<file path="config.mk">
export PLATFORM = sky130hd
export DESIGN_NAME = uart_rx_frame
export DESIGN_NICKNAME = d
export VERILOG_FILES = /design/src/rtl/uart_rx_pkg.sv /design/src/rtl/uart_rx_sampler.sv /design/src/rtl/uart_rx_frame.sv
export SDC_FILE = /design/constraint.sdc
export NUM_CORES = 1
export LEC_CHECK = 0
export CAP_MARGIN = 10
export CORE_MARGIN = 1.5
export CORE_UTILIZATION = 44
export CTS_BUF_LIST = sky130_fd_sc_hd__clkbuf_8
export DETAILED_ROUTE_END_ITERATION = 12
export DONT_BUFFER_PORTS = 1
export SLEW_MARGIN = 20
export SYNTH_ARGS = -nofsm -noshare
export SYNTH_HDL_FRONTEND = slang
export SYNTH_SLANG_ARGS = --single-unit
</file>
<file path="constraint.sdc">
create_clock -name CLK -period 3.25 [get_ports CLK]
set_input_delay 0.65 -clock CLK [delete_from_list [all_inputs] [get_ports CLK]]
set_output_delay 0.65 -clock CLK [all_outputs]
set_load 0.1 [all_outputs]
</file>
<file path="src/rtl/uart_rx_pkg.sv">
`default_nettype none
// ============================================================================
// Module   : uart_rx_pkg
// Brief    : Shared types and constants for the UART frame receiver.
// Revision : 1.0  initial release
// ============================================================================
package uart_rx_pkg;

    localparam int DATA_WIDTH_DEF = 8;
    localparam int PRESCALE_W_DEF = 6;

    localparam int PRESCALE_8  = 8;
    localparam int PRESCALE_16 = 16;
    localparam int PRESCALE_32 = 32;

    typedef enum logic [2:0] {
        IDLE   = 3'd0,
        START  = 3'd1,
        DATA   = 3'd2,
        PARITY = 3'd3,
        STOP   = 3'd4
    } rx_state_t;

endpackage
`default_nettype wire

</file>
<file path="src/rtl/uart_rx_sampler.sv">
`default_nettype none
// ============================================================================
// Module   : uart_rx_sampler
// Brief    : Bit-period counter with 3-sample mid-bit majority vote.
// Revision : 1.0  initial release
// ============================================================================
module uart_rx_sampler
    import uart_rx_pkg::*;
#(
    parameter int PRESCALE_W = PRESCALE_W_DEF
) (
    input  logic                  CLK,
    input  logic                  RST,
    input  logic                  i_rx_in,
    input  logic                  i_run,
    input  logic [PRESCALE_W-1:0] i_prescale,
    output logic                  o_sampled_bit,
    output logic                  o_bit_done
);

    logic [PRESCALE_W-1:0] r_edge_cnt;
    logic [PRESCALE_W-1:0] w_mid;
    logic [2:0]            r_samples;

    assign w_mid      = i_prescale >> 1;
    assign o_bit_done = (r_edge_cnt == i_prescale - PRESCALE_W'(1));

    always_ff @(posedge CLK or posedge RST) begin
        if (RST) begin
            r_edge_cnt <= '0;
            r_samples  <= '0;
        end else if (!i_run) begin
            r_edge_cnt <= '0;
        end else begin
            r_edge_cnt <= o_bit_done ? '0 : r_edge_cnt + PRESCALE_W'(1);
            if (r_edge_cnt == w_mid - PRESCALE_W'(1)) r_samples[0] <= i_rx_in;
            if (r_edge_cnt == w_mid)                  r_samples[1] <= i_rx_in;
            if (r_edge_cnt == w_mid + PRESCALE_W'(1)) r_samples[2] <= i_rx_in;
        end
    end

    // All three samples are settled well before edge P-1, where the vote is used.
    assign o_sampled_bit = (r_samples[0] & r_samples[1]) |
                           (r_samples[0] & r_samples[2]) |
                           (r_samples[1] & r_samples[2]);

endmodule
`default_nettype wire

</file>
<file path="src/rtl/uart_rx_frame.sv">
`default_nettype none
// ============================================================================
// Module   : uart_rx_frame
// Brief    : UART frame receiver: start/data/parity/stop FSM with pulse outputs.
// Revision : 1.0  initial release
// ============================================================================
module uart_rx_frame
    import uart_rx_pkg::*;
#(
    parameter int DATA_WIDTH = DATA_WIDTH_DEF,
    parameter int PRESCALE_W = PRESCALE_W_DEF
) (
    input  logic                  CLK,
    input  logic                  RST,
    input  logic                  RX_IN,
    input  logic                  PAR_EN,
    input  logic                  PAR_TYP,
    input  logic [PRESCALE_W-1:0] Prescale,
    output logic [DATA_WIDTH-1:0] P_DATA,
    output logic                  data_valid,
    output logic                  par_err,
    output logic                  stp_err
);

    localparam int BIT_CNT_W = (DATA_WIDTH > 1) ? $clog2(DATA_WIDTH) : 1;

    rx_state_t             r_state;
    logic [BIT_CNT_W-1:0]  r_bit_cnt;
    logic [DATA_WIDTH-1:0] r_shift;
    logic [DATA_WIDTH-1:0] r_p_data;
    logic                  r_par_en;
    logic                  r_par_typ;
    logic [PRESCALE_W-1:0] r_prescale;
    logic                  r_par_bad;
    logic                  r_data_valid;
    logic                  r_par_err;
    logic                  r_stp_err;

    logic [PRESCALE_W-1:0] w_eff_prescale;
    logic                  w_run;
    logic                  w_sampled_bit;
    logic                  w_bit_done;

    always_comb begin
        w_eff_prescale = PRESCALE_W'(PRESCALE_8);
        if (Prescale == PRESCALE_W'(PRESCALE_16))
            w_eff_prescale = PRESCALE_W'(PRESCALE_16);
        else if (Prescale == PRESCALE_W'(PRESCALE_32))
            w_eff_prescale = PRESCALE_W'(PRESCALE_32);
    end

    // The start-detect cycle itself is edge 0, so the counter runs from it.
    assign w_run = (r_state != IDLE) || !RX_IN;

    uart_rx_sampler #(
        .PRESCALE_W (PRESCALE_W)
    ) u_sampler (
        .CLK           (CLK),
        .RST           (RST),
        .i_rx_in       (RX_IN),
        .i_run         (w_run),
        .i_prescale    (r_prescale),
        .o_sampled_bit (w_sampled_bit),
        .o_bit_done    (w_bit_done)
    );

    always_ff @(posedge CLK or posedge RST) begin
        if (RST) begin
            r_state      <= IDLE;
            r_bit_cnt    <= '0;
            r_shift      <= '0;
            r_p_data     <= '0;
            r_par_en     <= 1'b0;
            r_par_typ    <= 1'b0;
            r_prescale   <= PRESCALE_W'(PRESCALE_8);
            r_par_bad    <= 1'b0;
            r_data_valid <= 1'b0;
            r_par_err    <= 1'b0;
            r_stp_err    <= 1'b0;
        end else begin
            r_data_valid <= 1'b0;
            r_par_err    <= 1'b0;
            r_stp_err    <= 1'b0;
            case (r_state)
                IDLE: begin
                    if (!RX_IN) begin
                        r_state    <= START;
                        r_par_en   <= PAR_EN;
                        r_par_typ  <= PAR_TYP;
                        r_prescale <= w_eff_prescale;
                    end
                end
                START: begin
                    if (w_bit_done) begin
                        r_state   <= w_sampled_bit ? IDLE : DATA;
                        r_bit_cnt <= '0;
                        r_par_bad <= 1'b0;
                    end
                end
                DATA: begin
                    if (w_bit_done) begin
                        r_shift <= {w_sampled_bit, r_shift[DATA_WIDTH-1:1]};
                        if (r_bit_cnt == BIT_CNT_W'(DATA_WIDTH - 1))
                            r_state <= r_par_en ? PARITY : STOP;
                        else
                            r_bit_cnt <= r_bit_cnt + BIT_CNT_W'(1);
                    end
                end
                PARITY: begin
                    if (w_bit_done) begin
                        r_par_bad <= (w_sampled_bit != ((^r_shift) ^ r_par_typ));
                        r_state   <= STOP;
                    end
                end
                STOP: begin
                    if (w_bit_done) begin
                        r_state <= IDLE;
                        if (w_sampled_bit && !r_par_bad) begin
                            r_data_valid <= 1'b1;
                            r_p_data     <= r_shift;
                        end else begin
                            r_par_err <= r_par_bad;
                            r_stp_err <= !w_sampled_bit;
                        end
                    end
                end
                default: r_state <= IDLE;
            endcase
        end
    end

    assign P_DATA     = r_p_data;
    assign data_valid = r_data_valid;
    assign par_err    = r_par_err;
    assign stp_err    = r_stp_err;

endmodule
`default_nettype wire

</file>
==> results of run 1 <==
[state kept, by name, summed over array words and instances, names as in the netlist]
name and flops:
r_state 3, r_prescale 3, r_par_en 1, r_par_bad 1
par_err 1, data_valid 1, u_sampler.r_samples 3, P_DATA 8
r_bit_cnt 3, u_sampler.r_edge_cnt 6, r_par_typ 1, stp_err 1
r_shift 8
[per-layer routing]
metal,part of all wire (%),vias up,track usage (%)
met5,0,-,0
met4,0.70,0,6.62
met3,4.5,2,5.92
met2,49,28,27.4
met1,46,655,21.0
li1,-,615,-
[through the flow]
step	total power, mW	setup WS (ns)	instances	hold slack, ns
floorplan	1.12	0.948	177	0.467
global placement	1.19	0.786	225	0.487
detailed placement	1.22	0.705	225	0.501
CTS	1.63	0.692	233	0.385
global route	1.75	0.552	233	0.419
finish	1.61	0.713	233	0.357
[final timing paths]
path / start / end / slack [ns] / cells past startpoint
worst max register to register: r_prescale[3] / P_DATA[1] / 0.71 / 6
min in group CLK: PAR_TYP / r_par_typ / 0.47 / 2
worst min-delay path: RST / u_sampler.r_edge_cnt[1] / 0.36 / 1
max in group asynchronous: RST / par_err / 2.16 / 2
worst min register to register: r_bit_cnt[1] / r_bit_cnt[1] / 0.52 / 1
worst max-delay path: r_prescale[3] / P_DATA[1] / 0.71 / 6
[power by group]
part | total [mW] | leakage (nW) | switching [mW] | internal (mW)
Sequential | 0.712 | 0.528 | 0.121 | 0.591
Combinational | 0.499 | 0.433 | 0.265 | 0.234
Clock | 0.401 | 0.0541 | 0.174 | 0.227
Total | 1.61 | 1.02 | 0.559 | 1.05
[Yosys cell counts, types with 2 or more instances]
cell type  count  area, um^2
a31oi_1        4        25.0
mux2_2        16         180
a21oi_1        5        25.0
nor4_1         2        12.5
nand3_1        4        20.0
xnor3_1        2        45.0
dfrtp_1       39         976
a211oi_1       2        15.0
nand2b_1       4        25.0
o41ai_1        2        17.5
buf_2          3        15.0
inv_1         10        37.5
ha_1           6        75.1
nor2_1         9        33.8
or3_1          3        18.8
or2_2          2        12.5
xnor2_1        8        70.1
o21ai_0        9        45.0
clkbuf_1       3        11.3
a22o_1         2        17.5
xor2_1        10        87.6
nor3_1         5        25.0
nand2_1       12        45.0
[critical path, cell delays in order (launching register included)]
cell and delay, ns:
dfstp_2 0.59, inv_1 0.06, ha_1 0.22, xnor3_1 0.41
nand4_2 0.16, nor4_4 0.57, mux2_2 0.40
[cell families after synthesis]
| logic type | Yosys count |
|---|---|
| buf+inv | 16 |
| fa+ha+maj | 7 |
| mux | 16 |
| flops | 40 |
| compound gates | 28 |
| xor+xnor | 20 |
| simple gates | 50 |
[area by class of cell]
cell class	instances	area (um^2)	share of cell area (%)
Inverter	10	37.5	1.74
Timing Repair Buffer	2	15.0	0.696
Clock inverter	3	42.5	1.97
Sequential cell	40	1000	46.5
Tap cell	52	65.1	3.02
Clock buffer	5	68.8	3.19
Multi-Input combinational cell	121	926	42.9
==> flow_summary.yaml, run 1 <==
logic_synthesis:
  synth_warnings: 0
  fraction_of_the_mapped_netlist_area_in_compound_gates_pct: 8.86
  post_synth_num_cell_types: 38
  post_syn_area_per_cell_um2: 11.3
  async_flop_share_pct: 100
  post_synth_xor_area_fraction_pct: 10.2
  postSynthNetCount: 194
  synth.ff_latch_count: 40
  post_synth_inst_count: 177
  synth_adder_area_share_pct: 4.27
  postSynth.topFlopCell: "dfrtp_1"
  synth.mux.area_fraction_pct: 9.05
  synthesis.area_um2: 1990
  simple_gate_fraction_of_synth_area_pct: 14.1
  yosysSeqAreaShare_pct: 50.3
  combinational_family_with_the_most_area_after_synthesis: "simple AND/OR/NAND/NOR gates"
  synth_edf_count: 0
routing:
  antenna_left: 0
  routed_length_per_placed_instance_um: 15.4
  ratio_of_routed_vias_to_standard_cells: 5.58
  via_count: 1300
  wirelength_mm: 3.58
  detailedRoute.firstPassIterationCount: 4
  drt_first_iter_violations: 59
  route.detailed.drc: 0
cts:
  cts_inserted_buffers: 5
  clk_path_buf_depth: 2
  cts_hold_repair.buffers: 0
  clk_latency_ns: 0.29
  path_clk_slew_ns: 0.08
  cts.sink_count: 40
  cts_tree: "done"
  clock_tree.htree_level_count: 2
  clockRootBuffer: "clkbuf_8"
  post-cts-setup-buffer-count: 0
  ctsResizeCount: 0
worst_setup_path:
  critical_path_class: "reg -> reg"
  worstSetupEndpointType: "flip-flop"
  required_ns: 3.42
  critical_path_peak_fanout: 9
  cp-start-kind: "flip-flop"
  cp.arrival_ns: 2.71
place:
  placement_cell_area_um2: 2050
  globalplace.congestion: 0.846
  dp_hpwl_mm: 2.64
  port_buffers: 0
grt:
  grt_pass1_wl_mm: 6.57
  grt_antenna_before_repair: 0
  globalRouteTotalUtil_pct: 17.0
  grt.overflow.total: 0
  grt_max_degree: 23
  number_of_global_route_vias_before_repair: 1372
sta:
  report.final.slew_viol_count: 0
  max_freq_mhz: 394
  timing.final.setup_violations: 0
  hold_viol_final: 0
  setup_total_negative_slack_ns: 0
  maxSlewHeadroom_pct: 40.0
  period_utilization_pct: 78.1
  final_period_minus_worst_setup_slack_ns: 2.54
  skew_ns: 0.00553
  worst_slew_pin_tran_ns: 0.901
  setup_repair_after_global_routing_missed_its_margin: "false"
floorplanning:
  ios: 22
  floorplan.initialDensity_pct: 45.7
  floorplan.die_area_um2: 4940
  core_region_area_um2: 4350
  die_height_um: 70.3
  die_w_um: 70.3
  num_rows: 24
min_path:
  worstHoldPathType: "in -> async"
final_layout:
  finalInstanceArea_um2: 2160
  drive_above_1_share_pct: 18.2
  layout.cells.most_common: "dfrtp_1"
  insertedDiodeCount: 0
  fillCellCount: 402
  syn2layout_area_growth_pct: 8.29
  most-common-layout-cells: "39 x dfrtp_1, 16 x mux2_2, 12 x nand2_1, 10 x xor2_1, 10 x inv_1"
  finalCoreUtilization_pct: 49.5
  final_net_count: 197
pwr:
  power_density_over_cell_area_nw_per_um2: 747
  cellLeakagePower_nw: 1.02
  worst_ir_drop_vdd_mv: 0.429
run_status:
  status: "complete, no violations"
job:
  max-cap-violations: 0
No activity file was read; power rests on OpenSTA's default activity.
==> run 2, diff against run 1 <==
==> constraint.sdc (replaced) <==
create_clock -name CLK -period 2.5 [get_ports CLK]
set_input_delay 0.5 -clock CLK [delete_from_list [all_inputs] [get_ports CLK]]
set_output_delay 0.5 -clock CLK [all_outputs]
set_load 0.1 [all_outputs]
==> run 2 against run 1 <==
  * Sequential share of layout area fell by 0.16 points
  * Worst hold slack got worse by 0.15 ns
  * Cell count rose by 0.43%
  * Combinational power rose by 32%
  * Critical path depth rose by 1
  * Clock-buffer cell count did not move
  * Worst setup slack got worse by 0.54 ns
  * Sequential power rose by 29%
  * Die area did not move
  * Clock skew fell by 0.00052 ns
  * Global-route usage fell by 1.3 points
  * Utilization rose by 0.17 points
  * Largest power group unchanged
==> flow_summary.yaml, run 2 (synthesis results as in run 1) <==
run_status:
  status: "complete, no violations"
sta:
  period_utilization_pct: 93.3
  setup_total_negative_slack_ns: 0
  max_freq_mhz: 429
  maxSlewHeadroom_pct: 39.5
  hold_viol_final: 0
  worst_slew_pin_tran_ns: 0.908
  skew_ns: 0.00502
  setup_repair_after_global_routing_missed_its_margin: "false"
  final_period_minus_worst_setup_slack_ns: 2.33
  report.final.slew_viol_count: 0
  timing.final.setup_violations: 0
worst_setup_path:
  required_ns: 2.68
  cp-start-kind: "flip-flop"
  critical_path_class: "reg -> reg"
  critical_path_peak_fanout: 12
  worstSetupEndpointType: "flip-flop"
  cp.arrival_ns: 2.51
cts:
  post-cts-setup-buffer-count: 0
  clk_path_buf_depth: 2
  cts.sink_count: 40
  clock_tree.htree_level_count: 2
  clockRootBuffer: "clkbuf_8"
  cts_hold_repair.buffers: 0
  cts_inserted_buffers: 5
  path_clk_slew_ns: 0.08
  clk_latency_ns: 0.29
  cts_tree: "done"
  ctsResizeCount: 0
final_layout:
  syn2layout_area_growth_pct: 8.67
  finalNonFillerCells: 234
  fillCellCount: 396
  final_net_count: 198
  insertedDiodeCount: 0
  most-common-layout-cells: "39 x dfrtp_1, 16 x mux2_2, 12 x nand2_1, 10 x xor2_1, 10 x inv_1"
  drive_above_1_share_pct: 18.7
  finalInstanceArea_um2: 2160
  finalCoreUtilization_pct: 49.7
  layout.cells.most_common: "dfrtp_1"
place:
  port_buffers: 0
  placement_cell_area_um2: 2050
  globalplace.congestion: 0.772
  post-place-cells: 226
  dp_hpwl_mm: 2.55
grt:
  grt.overflow.total: 0
  grt_antenna_before_repair: 0
  grt_pass1_wl_mm: 6.18
  globalRouteTotalUtil_pct: 15.7
  number_of_global_route_vias_before_repair: 1320
  grt_max_degree: 41
floorplanning:
  core_region_area_um2: 4350
  num_rows: 24
  ios: 22
  floorplan.die_area_um2: 4940
  die_w_um: 70.3
  floorplan.initialDensity_pct: 45.7
  die_height_um: 70.3
routing:
  ratio_of_routed_vias_to_standard_cells: 5.48
  route.detailed.drc: 0
  wirelength_mm: 3.50
  routed_length_per_placed_instance_um: 15.0
  drt_first_iter_violations: 44
  via_count: 1282
  antenna_left: 0
  detailedRoute.firstPassIterationCount: 4
pwr:
  power.share.switching_pct: 34.7
  worst_ir_drop_vdd_mv: 0.418
  sequentialPowerShare_pct: 43.9
  finalPower_mw: 2.10
  power_report.internal_total_mw: 1.37
  clockPowerShare_pct: 24.7
  cellLeakagePower_nw: 1.02
  combPwrFrac_pct: 31.3
  power.switching_uw: 728
  power_density_over_cell_area_nw_per_um2: 969
min_path:
  worstHoldPathType: "in -> async"
job:
  max-cap-violations: 0
-- run 2: cell count changes in the layout (fill, tap and decap cells not counted) --
cell / previous run / this run
buf_4: 2 / 3
-- run 2: per-stage QoR --
step | worst slack (ns) | hold slack (ns)
global route | 0.0536 | 0.252
CTS | 0.157 | 0.230
global placement | 0.228 | 0.492
finish | 0.168 | 0.211
floorplan | 0.198 | 0.467
detailed placement | 0.166 | 0.495
-- run 2: final cells by class --
type | instances | area, um^2 | share of cell area [%]
flip-flops and latches | 40 | 1000 | 46.3
multi-input cells | 121 | 926 | 42.8
clock buffers | 5 | 68.8 | 3.18
well taps | 52 | 65.1 | 3.01
clock inverters | 3 | 42.5 | 1.97
inverters | 10 | 37.5 | 1.73
repair buffers | 3 | 22.5 | 1.04
-- run 2: worst paths after layout --
| check | start | to | slack (ns) | cells past startpoint |
|---|---|---|---|---|
| max | r_prescale[3] | r_bit_cnt[0] | 0.17 | 7 |
| min reg2reg | r_bit_cnt[1] | r_bit_cnt[1] | 0.52 | 1 |
| max in group asynchronous | RST | r_prescale[3] | 1.91 | 2 |
| min | RST | r_shift[1] | 0.21 | 2 |
| min in group CLK | PAR_TYP | r_par_typ | 0.32 | 2 |
| max reg2reg | r_prescale[3] | r_bit_cnt[0] | 0.17 | 7 |
-- run 2: layer usage --
layer	share of wire [%]	wire (um)	track usage [%]	vias to the layer above
li1	-	-	-	622
met1	46	1590	19.3	633
met2	50	1750	26.5	20
met3	3.5	122	4.62	7
met4	1.0	35	5.13	0
met5	0	0	0	-
-- run 2: power by group through the flow --
stage | Clock [mW] | Combinational [mW] | Sequential, mW
floorplan | 0 | 0.602 | 0.852
global placement | 0 | 0.637 | 0.926
detailed placement | 0 | 0.651 | 0.934
CTS | 0.535 | 0.660 | 0.920
global route | 0.563 | 0.738 | 0.946
finish | 0.518 | 0.657 | 0.922
-- run 2: critical path, cell delays in order (launching register included) --
cell and delay (ns):
dfstp_2 0.59, inv_1 0.06, ha_1 0.22, xnor3_1 0.41, nand4_2 0.15, buf_4 0.21, or2_2 0.32, mux2_2 0.26
==> run 3, diff against run 2 <==
--- a/config.mk
+++ b/config.mk
@@ -11,7 +11,9 @@
 export CTS_BUF_LIST = sky130_fd_sc_hd__clkbuf_8
 export DETAILED_ROUTE_END_ITERATION = 12
 export DONT_BUFFER_PORTS = 1
+export GPL_TIMING_DRIVEN = 0
 export SLEW_MARGIN = 20
 export SYNTH_ARGS = -nofsm -noshare
 export SYNTH_HDL_FRONTEND = slang
+export SYNTH_HIERARCHICAL = 1
 export SYNTH_SLANG_ARGS = --single-unit
==> run 3 against run 2 <==
  * Maximum frequency rose by 0.86%
  * Worst hold slack got worse by 0.14 ns
  * Cell count rose by 35%
  * Via count rose by 25%
  * Synthesized cell count rose by 27%
  * Area after synthesis rose by 17%
  * Sequential share of layout area fell by 7.9 points
  * Worst setup slack improved by 0.020 ns
  * Sequential cell count did not move
  * Clock-buffer cell count did not move
  * Register-to-register slack improved by 0.02 ns
  * Clock power fell by 22%
==> flow_summary.yaml, run 3 <==
cts:
  clock_tree.htree_level_count: 2
  clk_latency_ns: 0.29
  cts.sink_count: 40
  cts_tree: "done"
  clockRootBuffer: "clkbuf_8"
  cts_inserted_buffers: 5
  path_clk_slew_ns: 0.07
  clk_path_buf_depth: 2
pwr:
  combPwrFrac_pct: 43.9
  cellLeakagePower_nw: 1.19
  worst_ir_drop_vdd_mv: 0.519
  power_report.internal_total_mw: 1.44
  finalPower_mw: 2.35
  clockPowerShare_pct: 17.3
  power.share.switching_pct: 38.7
  power_density_over_cell_area_nw_per_um2: 900
  power.switching_uw: 908
  sequentialPowerShare_pct: 38.9
worst_setup_path:
  required_ns: 2.68
  critical_path_class: "reg -> reg"
  critical_path_peak_fanout: 9
  cp-start-kind: "flip-flop"
  cp.arrival_ns: 2.49
  worstSetupEndpointType: "flip-flop"
logic_synthesis:
  async_flop_share_pct: 100
  post_synth_num_cell_types: 47
  synth_edf_count: 0
  post_synth_inst_count: 224
  synthesis.area_um2: 2330
  post_syn_area_per_cell_um2: 10.4
  synth_warnings: 6
  postSynth.topFlopCell: "dfrtp_1"
  synth_largest_area_cell: "dfrtp_1"
  synth_largest_type_area_fraction_pct: 41.9
  synth.most_common_cell: "dfrtp_1"
  netlist_top_cells_count: "39 x dfrtp_1, 22 x nand2_1, 19 x mux2_2"
  yosysSeqAreaShare_pct: 43.0
  synth.ff_latch_count: 40
  synth_area_leaders: "dfrtp_1 42%, mux2_2 9.2%, xnor2_1 6.8%, ha_1 3.8%, xor2_1 3.8%"
floorplanning:
  core_region_area_um2: 5110
  floorplan.die_area_um2: 5740
  die_height_um: 75.8
  floorplan.initialDensity_pct: 45.6
  die_w_um: 75.8
  ios: 22
  num_rows: 26
sta:
  hold_viol_final: 0
  report.final.slew_viol_count: 0
  worst_slew_pin_tran_ns: 0.899
  max_freq_mhz: 433
  period_utilization_pct: 92.5
  setup_total_negative_slack_ns: 0
  timing.final.setup_violations: 0
  skew_ns: 0.00409
  final_period_minus_worst_setup_slack_ns: 2.31
  maxSlewHeadroom_pct: 40.1
  worst_slack_ns: 0.188
grt:
  grt_pass1_wl_mm: 7.68
  grt_antenna_before_repair: 0
  grt.overflow.total: 0
  globalRouteTotalUtil_pct: 17.8
  grt_max_degree: 32
  number_of_global_route_vias_before_repair: 1593
place:
  dp_hpwl_mm: 3.15
  port_buffers: 0
  globalplace.congestion: 0.778
  placement_cell_area_um2: 2460
  place_ws_ns: -0.565
final_layout:
  finalInstanceArea_um2: 2610
  layout.cells.most_common: "dfrtp_1"
  fillCellCount: 481
  final_net_count: 265
  drive_above_1_share_pct: 21.9
  insertedDiodeCount: 0
  multi_input_comb_area_um2: 1290
  most-common-layout-cells: "39 x dfrtp_1, 22 x nand2_1, 19 x mux2_2, 17 x xnor2_1, 13 x nor2_1"
  layout.area.seq_um2: 1000
  syn2layout_area_growth_pct: 12.0
routing:
  via_count: 1604
  drt_first_iter_violations: 62
  route.detailed.drc: 0
  routed_length_per_placed_instance_um: 14.0
  antenna_left: 0
  ratio_of_routed_vias_to_standard_cells: 5.06
  wirelength_mm: 4.44
  detailedRoute.firstPassIterationCount: 4
min_path:
  worstHoldPathType: "in -> async"
job:
  max-cap-violations: 0
run_status:
  status: "complete, no violations"
run 3: power groups by stage:
| stage | Sequential (mW) | Clock [mW] | Combinational, mW |
|---|---|---|---|
| after CTS | 0.912 | 0.426 | 1.02 |
| after global placement | 0.928 | 0 | 0.943 |
| after floorplan | 0.891 | 0 | 0.817 |
| after detailed placement | 0.937 | 0 | 0.962 |
| after global routing | 0.931 | 0.444 | 1.18 |
| final | 0.912 | 0.406 | 1.03 |
run 3: per-stage QoR:
stage | util [%] | hold WS (ns) | instances
after floorplan | - | 0.328 | 235
after global placement | 48.1 | 0.382 | 305
after detailed placement | 48.1 | 0.390 | 305
after CTS | 50.6 | 0.0733 | 317
after global routing | 51.1 | 0.0809 | 317
final | 51.1 | 0.0670 | 317
run 3: worst paths after layout:
path                          startpoint                endpoint  slack [ns]  cells past startpoint
max in group asynchronous            RST              r_state[2]        1.89                      1
min reg2reg                r_prescale[4]           r_prescale[4]        0.48                      2
min                                  RST  u_sampler/r_samples[2]        0.07                      1
min in group CLK                 PAR_TYP               r_par_typ        0.32                      2
max reg2reg                r_prescale[3]               P_DATA[6]        0.19                      8
max                        r_prescale[3]               P_DATA[6]        0.19                      8
run 3: what timing repair did:
| item | CTS | global route |
|---|---|---|
| setup buffers | 5 | 0 |
| resized for setup | 3 | 5 |
| setup endpoints to repair | 21 | 20 |
| hold buffers | 0 | 0 |
| pin swaps | 2 | 2 |
run 3: kinds of logic (layout without fill, tap and decap cells):
logic type | count (synthesis) | after routing | synth area share (%)
flops | 40 | 40 | 43.0
mux | 20 | 20 | 9.61
compound gates | 33 | 33 | 10.4
buf+inv | 22 | 34 | 4.40
simple gates | 70 | 70 | 16.1
xor+xnor | 30 | 30 | 12.2
fa+ha+maj | 8 | 8 | 4.19
other cells | 1 | 12 | 0.161
run 3: metal layers:
metal  part of all wire, %  global-route usage (%)
met1                    49                    26.0
met2                    46                    26.7
met4                   1.5                    5.16
met5                     0                       0
met3                   3.4                    3.97
run 3: worst max-delay path, cell delays in order, from the launching register on:
cell	delay (ns)
dfstp_2	0.55
buf_4	0.14
and3_1	0.15
o22ai_1	0.12
a2111oi_4	0.43
buf_6	0.17
nand3_2	0.09
nand3b_4	0.25
mux2_2	0.31
run 3: final cells by class:
cell class	count	area share, %
timing repair buffer	5	1.73
sequential	40	38.4
multi-input combinational	173	49.4
clock inverter	2	0.480
inverter	11	1.58
tap	70	3.36
clock buffer	5	2.64
buffer	11	2.35
==> variant: new RTL, config.mk and constraints of run 2 <==
Register the inputs `RX_IN`, `PAR_EN`, `PAR_TYP` and `Prescale` before use, without a reset. The logic sees them one clock later.
--- a/src/rtl/uart_rx_frame.sv
+++ b/src/rtl/uart_rx_frame.sv
@@ -24,6 +24,18 @@
 
     localparam int BIT_CNT_W = (DATA_WIDTH > 1) ? $clog2(DATA_WIDTH) : 1;
 
+    logic RX_IN_q;
+    logic PAR_EN_q;
+    logic PAR_TYP_q;
+    logic [PRESCALE_W-1:0] Prescale_q;
+
+    always_ff @(posedge CLK) begin
+        RX_IN_q    <= RX_IN;
+        PAR_EN_q   <= PAR_EN;
+        PAR_TYP_q  <= PAR_TYP;
+        Prescale_q <= Prescale;
+    end
+
     rx_state_t             r_state;
     logic [BIT_CNT_W-1:0]  r_bit_cnt;
     logic [DATA_WIDTH-1:0] r_shift;
@@ -43,21 +55,21 @@
 
     always_comb begin
         w_eff_prescale = PRESCALE_W'(PRESCALE_8);
-        if (Prescale == PRESCALE_W'(PRESCALE_16))
+        if (Prescale_q == PRESCALE_W'(PRESCALE_16))
             w_eff_prescale = PRESCALE_W'(PRESCALE_16);
-        else if (Prescale == PRESCALE_W'(PRESCALE_32))
+        else if (Prescale_q == PRESCALE_W'(PRESCALE_32))
             w_eff_prescale = PRESCALE_W'(PRESCALE_32);
     end
 
     // The start-detect cycle itself is edge 0, so the counter runs from it.
-    assign w_run = (r_state != IDLE) || !RX_IN;
+    assign w_run = (r_state != IDLE) || !RX_IN_q;
 
     uart_rx_sampler #(
         .PRESCALE_W (PRESCALE_W)
     ) u_sampler (
         .CLK           (CLK),
         .RST           (RST),
-        .i_rx_in       (RX_IN),
+        .i_rx_in       (RX_IN_q),
         .i_run         (w_run),
         .i_prescale    (r_prescale),
         .o_sampled_bit (w_sampled_bit),
@@ -83,10 +95,10 @@
             r_stp_err    <= 1'b0;
             case (r_state)
                 IDLE: begin
-                    if (!RX_IN) begin
+                    if (!RX_IN_q) begin
                         r_state    <= START;
-                        r_par_en   <= PAR_EN;
-                        r_par_typ  <= PAR_TYP;
+                        r_par_en   <= PAR_EN_q;
+                        r_par_typ  <= PAR_TYP_q;
                         r_prescale <= w_eff_prescale;
                     end
                 end
Formal check against the unedited RTL: same outputs for any inputs over 10 cycles, from zero or initial values and one cycle with RST high; that may be too few to reach the edited logic, so the function may still have changed.
==> variant against run 2 <==
Area after synthesis up 9.2%. Utilization grew 0.16 points. Clock power rose by 9.5%. First-iteration DRC count rose to 2.9 times the old value. Synthesized cell count grew 4.0%. Cell count grew 9.0%. Sequential power increased by 21%. Sequential cell count up 9. Routed wire length grew 3.8%. Cell area is 9.5% higher. Total power up 13%. Setup slack got worse by 0.023 ns. Critical endpoint is now r_state[2]. Largest power group unchanged. Highest routed layer unchanged.
==> variant: results (changes against run 2) <==
status:
  status: "complete, no violations"  # unchanged
critical_path:
  critPathTopFamily: "simple AND/OR/NAND/NOR gates"  # was flip-flops
  critPathArrivalTime_ns: 2.58  # was 2.51 ns
  r2r-end: "r_state[2]"  # was r_bit_cnt[0]
  slowest_stage: "or4b_2"  # was dfstp_2
  path_max_fanout: 11  # was 12
routing:
  num_vias: 1345  # was 1282
  routed-wl-met2_um: 1790  # was 1750 um
  wl_met1_um: 1640  # was 1590 um
  wl_um: 3630  # was 3500 um
  drt_iter0_drc: 126  # was 44
clocking:
  clk_pin_slew_worst_paths_ns: 0.09
synthesis:
  synth_area_leaders: "dfrtp_1 (45%), dfxtp_1 (8.3%), mux2_2 (8.3%)"  # was dfrtp_1 (49%), mux2_2 (9.0%), xor2_1 (4.4%)
  synth_xor_xnor_area_share_pct: 9.95  # was 10.2%
  yosysTopAreaCellShare_pct: 44.9  # was 49.0%
  yosysSeqAreaShare_pct: 54.3  # was 50.3%
  yosys.cell_types.count: 41  # was 38
  synthAdderAreaFrac_pct: 3.91  # was 4.27%
  synth-compound-area-share_pct: 7.88  # was 8.86%
  ys_async_sr_fraction_pct: 81.6  # was 100%
  synth.area.mux_share_pct: 8.28  # was 9.05%
power_and_ir_drop:
  max-vdd-ir-drop_mv: 0.632  # was 0.418 mV
  p_leak_uw: 0.00111  # was 0.00102 uW
global_routing:
  grtUsageMet3_pct: 4.39  # was 4.62%
  grt_pass1_wl_um: 6230  # was 6180 um
  track_usage_pct: 15.6  # was 15.7%
  grt_use_met1_pct: 18.0  # was 19.3%
  use_met2_pct: 26.1  # was 26.5%
  grt_pass1_vias: 1367  # was 1320
sta:
  fmax_ghz: 0.425  # was 0.429 GHz
  finClkSkew_ns: 0.00899  # was 0.00502 ns
  hold_ws_ns: 0.207  # was 0.211 ns
  worst_pin_slew_ns: 0.906  # was 0.908 ns
finish:
  num-fill-cells: 435  # was 396
  nets: 204  # was 198
  drive_gt1_share_pct: 17.0  # was 18.7%
placement:
  dpl_cell_area_um2: 2250  # was 2050 um2
  dp_slack_ns: 0.147  # was 0.166 ns
  place_congestion: 0.831  # was 0.772
  place_inst: 247  # was 226
  dp.final_hpwl_um: 2610  # was 2550 um
-- variant: cell count changes after synthesis, moves of 2 or more --
cell and delta:
dfxtp_1 +9, nand2_1 -2, clkbuf_1 +3, buf_2 -2, a211oi_1 -2
-- variant: report_power, final --
part / switching [uW] / internal (uW) / leakage [uW]
logic: 353 / 329 / 0.000446
clock network: 245 / 322 / 0.0000626
registers: 191 / 932 / 0.000604
total: 789 / 1580 / 0.00111
-- variant: area by class of cell --
cell class              instances  share of cell area (%)
flip-flops and latches         49                    49.9
well taps                      67                    3.54
clock buffers                   6                    3.48
repair buffers                  3                   0.950
clock inverters                 2                    1.42
inverters                       9                    1.42
multi-input cells             119                    39.3
-- variant: stage by stage --
| step | util, % | power, uW |
|---|---|---|
| floorplan | - | 1680 |
| global placement | 47.4 | 1780 |
| detailed placement | 47.4 | 1820 |
| CTS | 49.9 | 2390 |
| global route | 49.9 | 2540 |
| finish | 49.9 | 2370 |
